`src/rtl/control_sequencer.sv`:
```
`default_nettype none
// +----------------------------------------------------------------------------+
// | control_sequencer                                                          |
// | Multi-cycle fetch/decode/execute control unit for the 8-bit core (NOP,    |
// | LDX, AOP, HLT). Macro SEQ_ILLEGAL_TRAP_EN: illegal opcodes halt and set a  |
// | sticky illegal_o; otherwise they act as NOP with a one-cycle illegal_o.    |
// | Revision: 1.0                                                              |
// +----------------------------------------------------------------------------+
module control_sequencer (
  input  logic       clk,
  input  logic       rst_n,
  input  logic [7:0] bus_i,
  input  logic       mem_ready_i,
  input  logic [1:0] alu_flags_i,
  input  logic       resume_i,
  output logic [3:0] alu_op_o,
  output logic [1:0] sel_in_o,
  output logic [1:0] sel_reg1_o,
  output logic [1:0] sel_reg2_o,
  output logic       in_source_o,
  output logic       reg_op_o,
  output logic [1:0] mem_op_o,
  output logic       addr_sel_o,
  output logic [2:0] addr_reg_op_o,
  output logic [7:0] addr_load_o,
  output logic [1:0] flags_o,
  output logic       halted_o,
  output logic       illegal_o
);

  localparam logic [3:0] OPC_NOP     = 4'h0;
  localparam logic [3:0] OPC_LDX     = 4'h1;
  localparam logic [3:0] OPC_AOP     = 4'h2;
  localparam logic [3:0] OPC_HLT     = 4'hF;
  localparam logic [3:0] ALUNOP      = 4'h0;
  localparam logic [1:0] REG_A       = 2'd0;
  localparam logic       IN_ALU      = 1'b0;
  localparam logic       IN_BUS      = 1'b1;
  localparam logic [1:0] MEM_NOP     = 2'd0;
  localparam logic [1:0] MEM_READ    = 2'd1;
  localparam logic       ADDR_PC     = 1'b0;
  localparam logic       ADDR_MAR    = 1'b1;
  localparam logic [2:0] AR_NOP      = 3'd0;
  localparam logic [2:0] AR_INC      = 3'd1;
  localparam logic [2:0] AR_ABSOLUTE = 3'd2;

`ifdef SEQ_ILLEGAL_TRAP_EN
  localparam logic TRAP = 1'b1;
`else
  localparam logic TRAP = 1'b0;
`endif

  typedef enum logic [2:0] {
    S_IDLE, S_FETCH, S_INC1, S_OPERAND, S_MARLD, S_INC2, S_EXEC, S_HALT
  } state_t;

  state_t     state, state_nx;
  logic [7:0] ir, ir_nx, opr_nx;
  logic [1:0] flags_nx;
  logic       illegal_nx;
  logic       exec_ldx, aop_write;

  logic [3:0] d_alu;
  logic [1:0] d_sel_in, d_sel_reg1, d_sel_reg2, d_mem_op;
  logic       d_in_source, d_aop_write, d_exec_ldx, d_addr_sel;
  logic [2:0] d_addr_reg_op;

  function automatic logic is_illegal(input logic [7:0] b);
    return !(b[7:4] inside {OPC_NOP, OPC_LDX, OPC_AOP, OPC_HLT});
  endfunction

  // Next architectural state; addr_load_o doubles as the operand register.
  always_comb begin
    state_nx = state;
    ir_nx    = ir;
    opr_nx   = addr_load_o;
    flags_nx = flags_o;
    case (state)
      S_IDLE:  state_nx = S_FETCH;
      S_FETCH: if (mem_ready_i) begin
        ir_nx    = bus_i;
        state_nx = S_INC1;
      end
      S_INC1: begin
        if (ir[7:4] == OPC_NOP)                           state_nx = S_FETCH;
        else if (ir[7:4] == OPC_HLT)                      state_nx = S_HALT;
        else if (ir[7:4] == OPC_LDX || ir[7:4] == OPC_AOP) state_nx = S_OPERAND;
        else                                              state_nx = TRAP ? S_HALT : S_FETCH;
      end
      S_OPERAND: if (mem_ready_i) begin
        opr_nx   = bus_i;
        state_nx = (ir[7:4] == OPC_LDX) ? S_MARLD : S_INC2;
      end
      S_MARLD: state_nx = S_INC2;
      S_INC2:  state_nx = S_EXEC;
      S_EXEC: begin
        if (ir[7:4] == OPC_LDX) begin
          if (mem_ready_i) state_nx = S_FETCH;
        end else begin
          flags_nx = alu_flags_i;
          state_nx = S_FETCH;
        end
      end
      S_HALT:  if (resume_i) state_nx = S_FETCH;
      default: state_nx = S_IDLE;
    endcase
    illegal_nx = (TRAP & illegal_o) | ((state_nx == S_INC1) & is_illegal(ir_nx));
  end

  // Outputs for the state being entered, so they can be registered.
  always_comb begin
    d_alu         = ALUNOP;
    d_sel_in      = REG_A;
    d_sel_reg1    = REG_A;
    d_sel_reg2    = REG_A;
    d_in_source   = IN_ALU;
    d_aop_write   = 1'b0;
    d_exec_ldx    = 1'b0;
    d_mem_op      = MEM_NOP;
    d_addr_sel    = ADDR_PC;
    d_addr_reg_op = AR_NOP;
    case (state_nx)
      S_FETCH, S_OPERAND: d_mem_op = MEM_READ;
      S_INC1, S_INC2:     d_addr_reg_op = AR_INC;
      S_MARLD: begin
        d_addr_sel    = ADDR_MAR;
        d_addr_reg_op = AR_ABSOLUTE;
      end
      S_EXEC: begin
        if (ir_nx[7:4] == OPC_LDX) begin
          d_mem_op    = MEM_READ;
          d_addr_sel  = ADDR_MAR;
          d_in_source = IN_BUS;
          d_sel_in    = ir_nx[1:0];
          d_exec_ldx  = 1'b1;
        end else begin
          d_alu       = ir_nx[3:0];
          d_sel_reg1  = opr_nx[5:4];
          d_sel_reg2  = opr_nx[3:2];
          d_sel_in    = opr_nx[7:6];
          d_aop_write = 1'b1;
        end
      end
      default: ;
    endcase
  end

  always_ff @(posedge clk or negedge rst_n) begin
    if (!rst_n) begin
      state         <= S_IDLE;
      ir            <= '0;
      addr_load_o   <= '0;
      flags_o       <= '0;
      halted_o      <= 1'b0;
      illegal_o     <= 1'b0;
      alu_op_o      <= ALUNOP;
      sel_in_o      <= REG_A;
      sel_reg1_o    <= REG_A;
      sel_reg2_o    <= REG_A;
      in_source_o   <= IN_ALU;
      aop_write     <= 1'b0;
      exec_ldx      <= 1'b0;
      mem_op_o      <= MEM_NOP;
      addr_sel_o    <= ADDR_PC;
      addr_reg_op_o <= AR_NOP;
    end else begin
      state         <= state_nx;
      ir            <= ir_nx;
      addr_load_o   <= opr_nx;
      flags_o       <= flags_nx;
      halted_o      <= (state_nx == S_HALT);
      illegal_o     <= illegal_nx;
      alu_op_o      <= d_alu;
      sel_in_o      <= d_sel_in;
      sel_reg1_o    <= d_sel_reg1;
      sel_reg2_o    <= d_sel_reg2;
      in_source_o   <= d_in_source;
      aop_write     <= d_aop_write;
      exec_ldx      <= d_exec_ldx;
      mem_op_o      <= d_mem_op;
      addr_sel_o    <= d_addr_sel;
      addr_reg_op_o <= d_addr_reg_op;
    end
  end

  // Load data is valid on the bus only in the ready cycle, so the LDX write is qualified by it.
  assign reg_op_o = aop_write | (exec_ldx & mem_ready_i);

endmodule
`default_nettype wire

```
`config.mk`:
```
export PLATFORM = sky130hd
export DESIGN_NAME = control_sequencer
export DESIGN_NICKNAME = d
export VERILOG_FILES = /design/src/rtl/control_sequencer.sv
export SDC_FILE = /design/constraint.sdc
export NUM_CORES = 1
export LEC_CHECK = 0
export CORE_ASPECT_RATIO = 1.25
export CORE_MARGIN = 5
export CORE_UTILIZATION = 48
export DETAILED_ROUTE_END_ITERATION = 10
export GPL_TIMING_DRIVEN = 1
export PLACE_DENSITY = 0.79
export SETUP_SLACK_MARGIN = 0.05
export SLEW_MARGIN = 20
export SYNTH_ARGS = -nofsm -noshare
export SYNTH_HDL_FRONTEND = slang
export SYNTH_SLANG_ARGS = --single-unit
```
`constraint.sdc`:
```
create_clock -name clk -period 2.7 [get_ports clk]
set_clock_uncertainty 0.05 [all_clocks]
set_input_delay 0.27 -clock clk [delete_from_list [all_inputs] [get_ports clk]]
set_output_delay 0.27 -clock clk [all_outputs]
set_load 0.05 [all_outputs]
```
* Word-level counts from Yosys, hierarchy flattened
Index checks and enable logic that the tools add are counted.
** Cells by class
- Equal/unequal tests :: 20
- Mux-type cells :: 30
- Bitwise logic cells :: 4
- Reduce and logical (&&, ||, !) cells :: 10
** Operator list (number)
- 2-to-1 mux 8 bit :: 4
- == test 3 bit, second input constant :: 8
- case mux 3 bit (8 select lines) :: 1
- 2-to-1 mux 3 bit :: 7
- 2-to-1 mux 2 bit :: 7
- == test 3 x 2 -> 1 bit, second input constant :: 4
- == test 4 x 1 -> 1 bit, second input constant :: 2
- == test 4 x 2 -> 1 bit, second input constant :: 2
- == test 4 bit, second input constant :: 2
- logical NOT 4 bit :: 2
- 2-to-1 mux 4 bit :: 2
- == test 3 x 1 -> 1 bit, second input constant :: 2
- 2-to-1 mux 1 bit :: 6
- case mux 1 bit (2 select lines) :: 2
- case mux 2 bit (2 select lines) :: 1
- AND reduction 2 bit :: 2
- nonzero test 4 bit :: 1
- OR reduction 2 bit :: 2
- logical NOT 3 bit :: 1
- AND 1 bit :: 2
- logical NOT 1 bit :: 1
- logical OR 1 bit :: 1
- NOT 1 bit :: 1
- OR 1 bit :: 1
** Word-level totals
- Register bits after elaboration :: 41
- Input bits :: 14
- Output and inout port bits :: 30
- Logic and storage cells :: 80

* Longest topological paths before layout
- Depth after elaboration :: 9
- Mapped depth :: 7
- Gate-level depth less buffers :: 6

* Worst setup path after synthesis
Ideal clock, no wire load.
- Path kind :: reg2reg
- Start point :: register ir[5]
- End point :: register addr_reg_op_o[0]
- Setup time :: 0.120 ns
- Arrival time :: 1.720 ns
- Data required time :: 2.530 ns
- Slack :: 0.810 ns
- Stages on the path, launching flop included :: 6
- Buffers on the path :: 0
- Period minus slack after synthesis :: 1.890 ns
- Path through :: dfrtp_1 -> or4b_4 -> o22a_2 -> a21oi_1 -> o21ai_1 -> a31o_2
** On the way
- Cells in the longest elaborated chain, start to end :: 9
- Elaborated cells between the ends (all ways) :: 17
- Classes of those cells :: eq/ne (6); mux (8); reduce/logical (3)
** Ends and longest elaborated chain
- start, declared :: RTL line 58 : logic [7:0] ir, ir_nx, opr_nx;
- start signal, assigned :: RTL line 168 : ir <= ir_nx;
- == test 4 x 1 -> 1 bit or == test 4 x 2 -> 1 bit (tied branches) :: RTL line 87, 92, 97
- logical OR 1 bit :: RTL line 87 : else if (ir[7:4] == OPC_LDX || ir[7:4] == OPC_AOP) state_nx = S_OPERAND;
- 2-to-1 mux 2 bit :: RTL line 87
- 2-to-1 mux 3 bit :: RTL line 86 : else if (ir[7:4] == OPC_HLT) state_nx = S_HALT;
- 2-to-1 mux 3 bit :: RTL line 85 : if (ir[7:4] == OPC_NOP) state_nx = S_FETCH;
- case mux 3 bit (8 select lines) * :: RTL line 78 : case (state)
- == test 3 x 2 -> 1 bit or == test 3 bit (tied branches) :: RTL line 122 : case (state_nx)
- OR reduction 2 bit :: RTL line 122
- case mux 2 bit (2 select lines) * :: RTL line 122
- named net d_addr_reg_op[0] :: RTL line 66 : logic [2:0] d_addr_reg_op;
- end signal, assigned :: RTL line 182 : addr_reg_op_o <= d_addr_reg_op;
- end, declared :: RTL line 24 : output logic [2:0] addr_reg_op_o,
Mark *: on every way through the listed nets, which the timed path passes. The rest lies on a longest branch.
A chain may end at the register's enable or synchronous reset.

* Final worst setup path
- Start point :: input mem_ready_i
- End point :: output reg_op_o
** On the way
- Cells in the longest elaborated chain, start to end :: 2
** Ends and longest elaborated chain
- start, declared :: RTL line 13 : input logic mem_ready_i,
- AND 1 bit :: RTL line 187 : assign reg_op_o = aop_write | (exec_ldx & mem_ready_i);
- OR 1 bit :: RTL line 187
- end, declared :: RTL line 21 : output logic reg_op_o,
No other way between the ends.

==> run summary <==
Status = finished clean
Vias in the first global route = 1230
P_sw = 1.17 mW
Clock Pin Slew Worst Setup and Hold Paths = 70 ps
Clock sink total = 39
Crit path kind = primary input to output pin
Peak per-stage delay on the critical path = 790 ps
Post-CTS Setup Bufs = 0
CP Launch Type = primary input
CP Capture Type = output pin
Detailed-route wire length per cell = 15.7 um
CTS tree = done
RePlAce Congestion = 0.735
TNS Setup = 0 ps
Arrival time at the worst endpoint = 1880 ps
Max IR drop VDD = 0.000825 V
Slew headroom = 44.0%
Comb pwr share = 50.4%
Fin util = 64.4%
Synth Register Bits = 39
Die height = 76.1 um
Crit path max-delay family = buffers and inverters
Area growth syn-to-layout = 31.3%
Crit-path cells = clkdlybuf4s50_1 > a21o_1 > clkdlybuf4s50_1
WP buf/inv = 2
Final nets = 185
Uppermost layer routed = met4
Clock share of power = 15.4%
Crit path top cell by count = clkdlybuf4s50_1
Cell Area, Synth = 1680 sq um
Grt ovf = 0
RSZ-0062 raised after global routing = false
Die ar. = 4790 sq um
Wire length on met3 = 235 um
Post-synth EDFFs = 0
Least-Margin Pin Slew = 839 ps
Slowest CP cell = clkdlybuf4s50_1
First-pass GRT wire length = 5.78 mm
Area after DPL = 2100 sq um
Number of antenna violations at the first check in global routing = 0
Root Buffer = clkbuf_8
Via/cell ratio = 5.29
GR Util All Layers = 15.1%
M1 wire length = 1.36 mm
Hpwl dp = 2.44 mm
CP max FO = 10
H-tree depth = 2
Final wirelength = 3.32 mm
Hold Vio Cnt, Final = 0
Post-route DRC = 0
Final Power = 2.74 mW
Initial Util = 49.0%
Layout cells sized above 1 = 26.2%
Initial DRC count = 21
N_diodes = 0
Worst Hold Class = primary input to asynchronous set/reset pin
Synth unique cells = 36
Antenna Nets Post-Route = 0
Synth warn = 0
Maxcap violations = 0
Final cell count without fillers = 211
Min cycle time layout = 2200 ps
Max-slew violations = 0
Prevailing post-synth register cell = dfrtp_1
Num CTS Buffers = 5
Hold buffers post-CTS = 0
Post-route design area = 2200 sq um
Synth async-reset ratio = 100%
Mean post-synth cell area = 13.2 sq um
Mapped Cells = 127
Fin crit share = 81.3%
Die width = 62.9 um
Leakage Power = 0.982 nW
Pin count of the biggest net entering global routing = 40
Internal power = 1.57 mW
PortBufs = 41
Pwr Density = 1240 nW/um^2
Worst Path Required = 2380 ps
Commonest non-fill, non-tap cell in the layout = clkdlybuf4s50_1
Core Footprint = 3420 sq um
Sw frac = 42.7%
Via count = 1117
Io pins = 44
Inst Count DP = 203
Post-CTS sizing = 0
Final setup viols = 0
Sequential share of power = 34.2%
CTS Buffer Depth = 2
Site row count = 24
DR pass1 iterations = 4
Metal2 WL = 1.68 mm
Fmax = 455 MHz
Sequential-to-total area share from yosys stat = 58.2%
Clock Latency Late Sink = 290 ps
Commonest cells after routing, fill and taps aside = clkdlybuf4s50_1, dfrtp_1, mux2_2
logic make-up after synthesis:
logic type	share of synthesized area, %
DFF	58.2
and+or+nand+nor	15.7
buffers and inverters	4.18
AOI/OAI and AO/OA	7.98
other	0.223
muxes	13.8
per-stage QoR:
step,hold WS (ps),worst slack [ps]
after floorplan,-75.6,810
after global placement,346,327
after detailed placement,366,234
after CTS,46.9,502
after global routing,105,439
final,31.0,504
state kept, by name (all words and copies together) (netlist names), 2 cells and up:
register       count
addr_load_o        8
addr_reg_op_o      2
alu_op_o           4
flags_o            2
ir                 8
sel_in_o           2
sel_reg1_o         2
sel_reg2_o         2
state              3
cells in the mapped netlist (all sizes together) (2+ instances only):
cell   count  share of area (%)
dfrtp     39                 58
mux2      17                 11
inv        8                1.8
nor2b      8                3.9
nor2       7                1.6
buf        6                2.4
nand2      5                1.3
nor3       5                1.5
mux2i      4                2.4
a21oi      3               0.89
a31oi      2               0.75
and3       2               0.89
o21ai      2               0.60
or4b       2                1.4
final cells by class:
| class | count | area, sq um |
|---|---|---|
| fill | 271 | 1220 |
| sequential | 39 | 976 |
| multi-input combinational | 75 | 636 |
| timing repair buffer | 42 | 413 |
| clock buffer | 8 | 100 |
| tap | 39 | 48.8 |
| inverter | 8 | 30.0 |
worst paths after layout:
path,from,to,slack (ps),cells after the start
min in group clk,ir[2]$_DFF_PN0_,ir[2]$_DFF_PN0_,450,1
setup / recovery,mem_ready_i,reg_op_o,500,3
hold reg to reg,ir[2]$_DFF_PN0_,ir[2]$_DFF_PN0_,450,1
max in group asynchronous,rst_n,alu_op_o[0]$_DFF_PN0_,2040,1
setup reg to reg,state[2]$_DFF_PN0_,alu_op_o[3]$_DFF_PN0_,590,5
hold / removal,rst_n,halted_o$_DFF_PN0_,30,1
worst register-to-register path, stage by stage, from the launching register on:
cell,delay [ps]
dfrtp_1,500
and4bb_2,480
nor2_1,90
a41oi_2,440
nand4_4,290
nor2b_2,190
power by group through the flow:
| stage | Clock [mW] | Combinational (mW) | Sequential (mW) |
|---|---|---|---|
| 2_1_floorplan | 0 | 0.586 | 1.33 |
| 3_3_place_gp | 0 | 1.36 | 0.931 |
| 3_5_place_dp | 0 | 1.39 | 0.946 |
| 4_1_cts | 0.433 | 1.39 | 0.938 |
| 5_1_grt | 0.458 | 1.46 | 0.968 |
| 6_report | 0.421 | 1.38 | 0.936 |
per-layer routing:
metal | up-vias | global-route usage [%]
met2 | 37 | 25.9
met3 | 5 | 5.31
li1 | 524 | -
met1 | 551 | 17.0
met4 | 0 | 5.73
met5 | - | 0
Power figures use the tool's default switching activity.
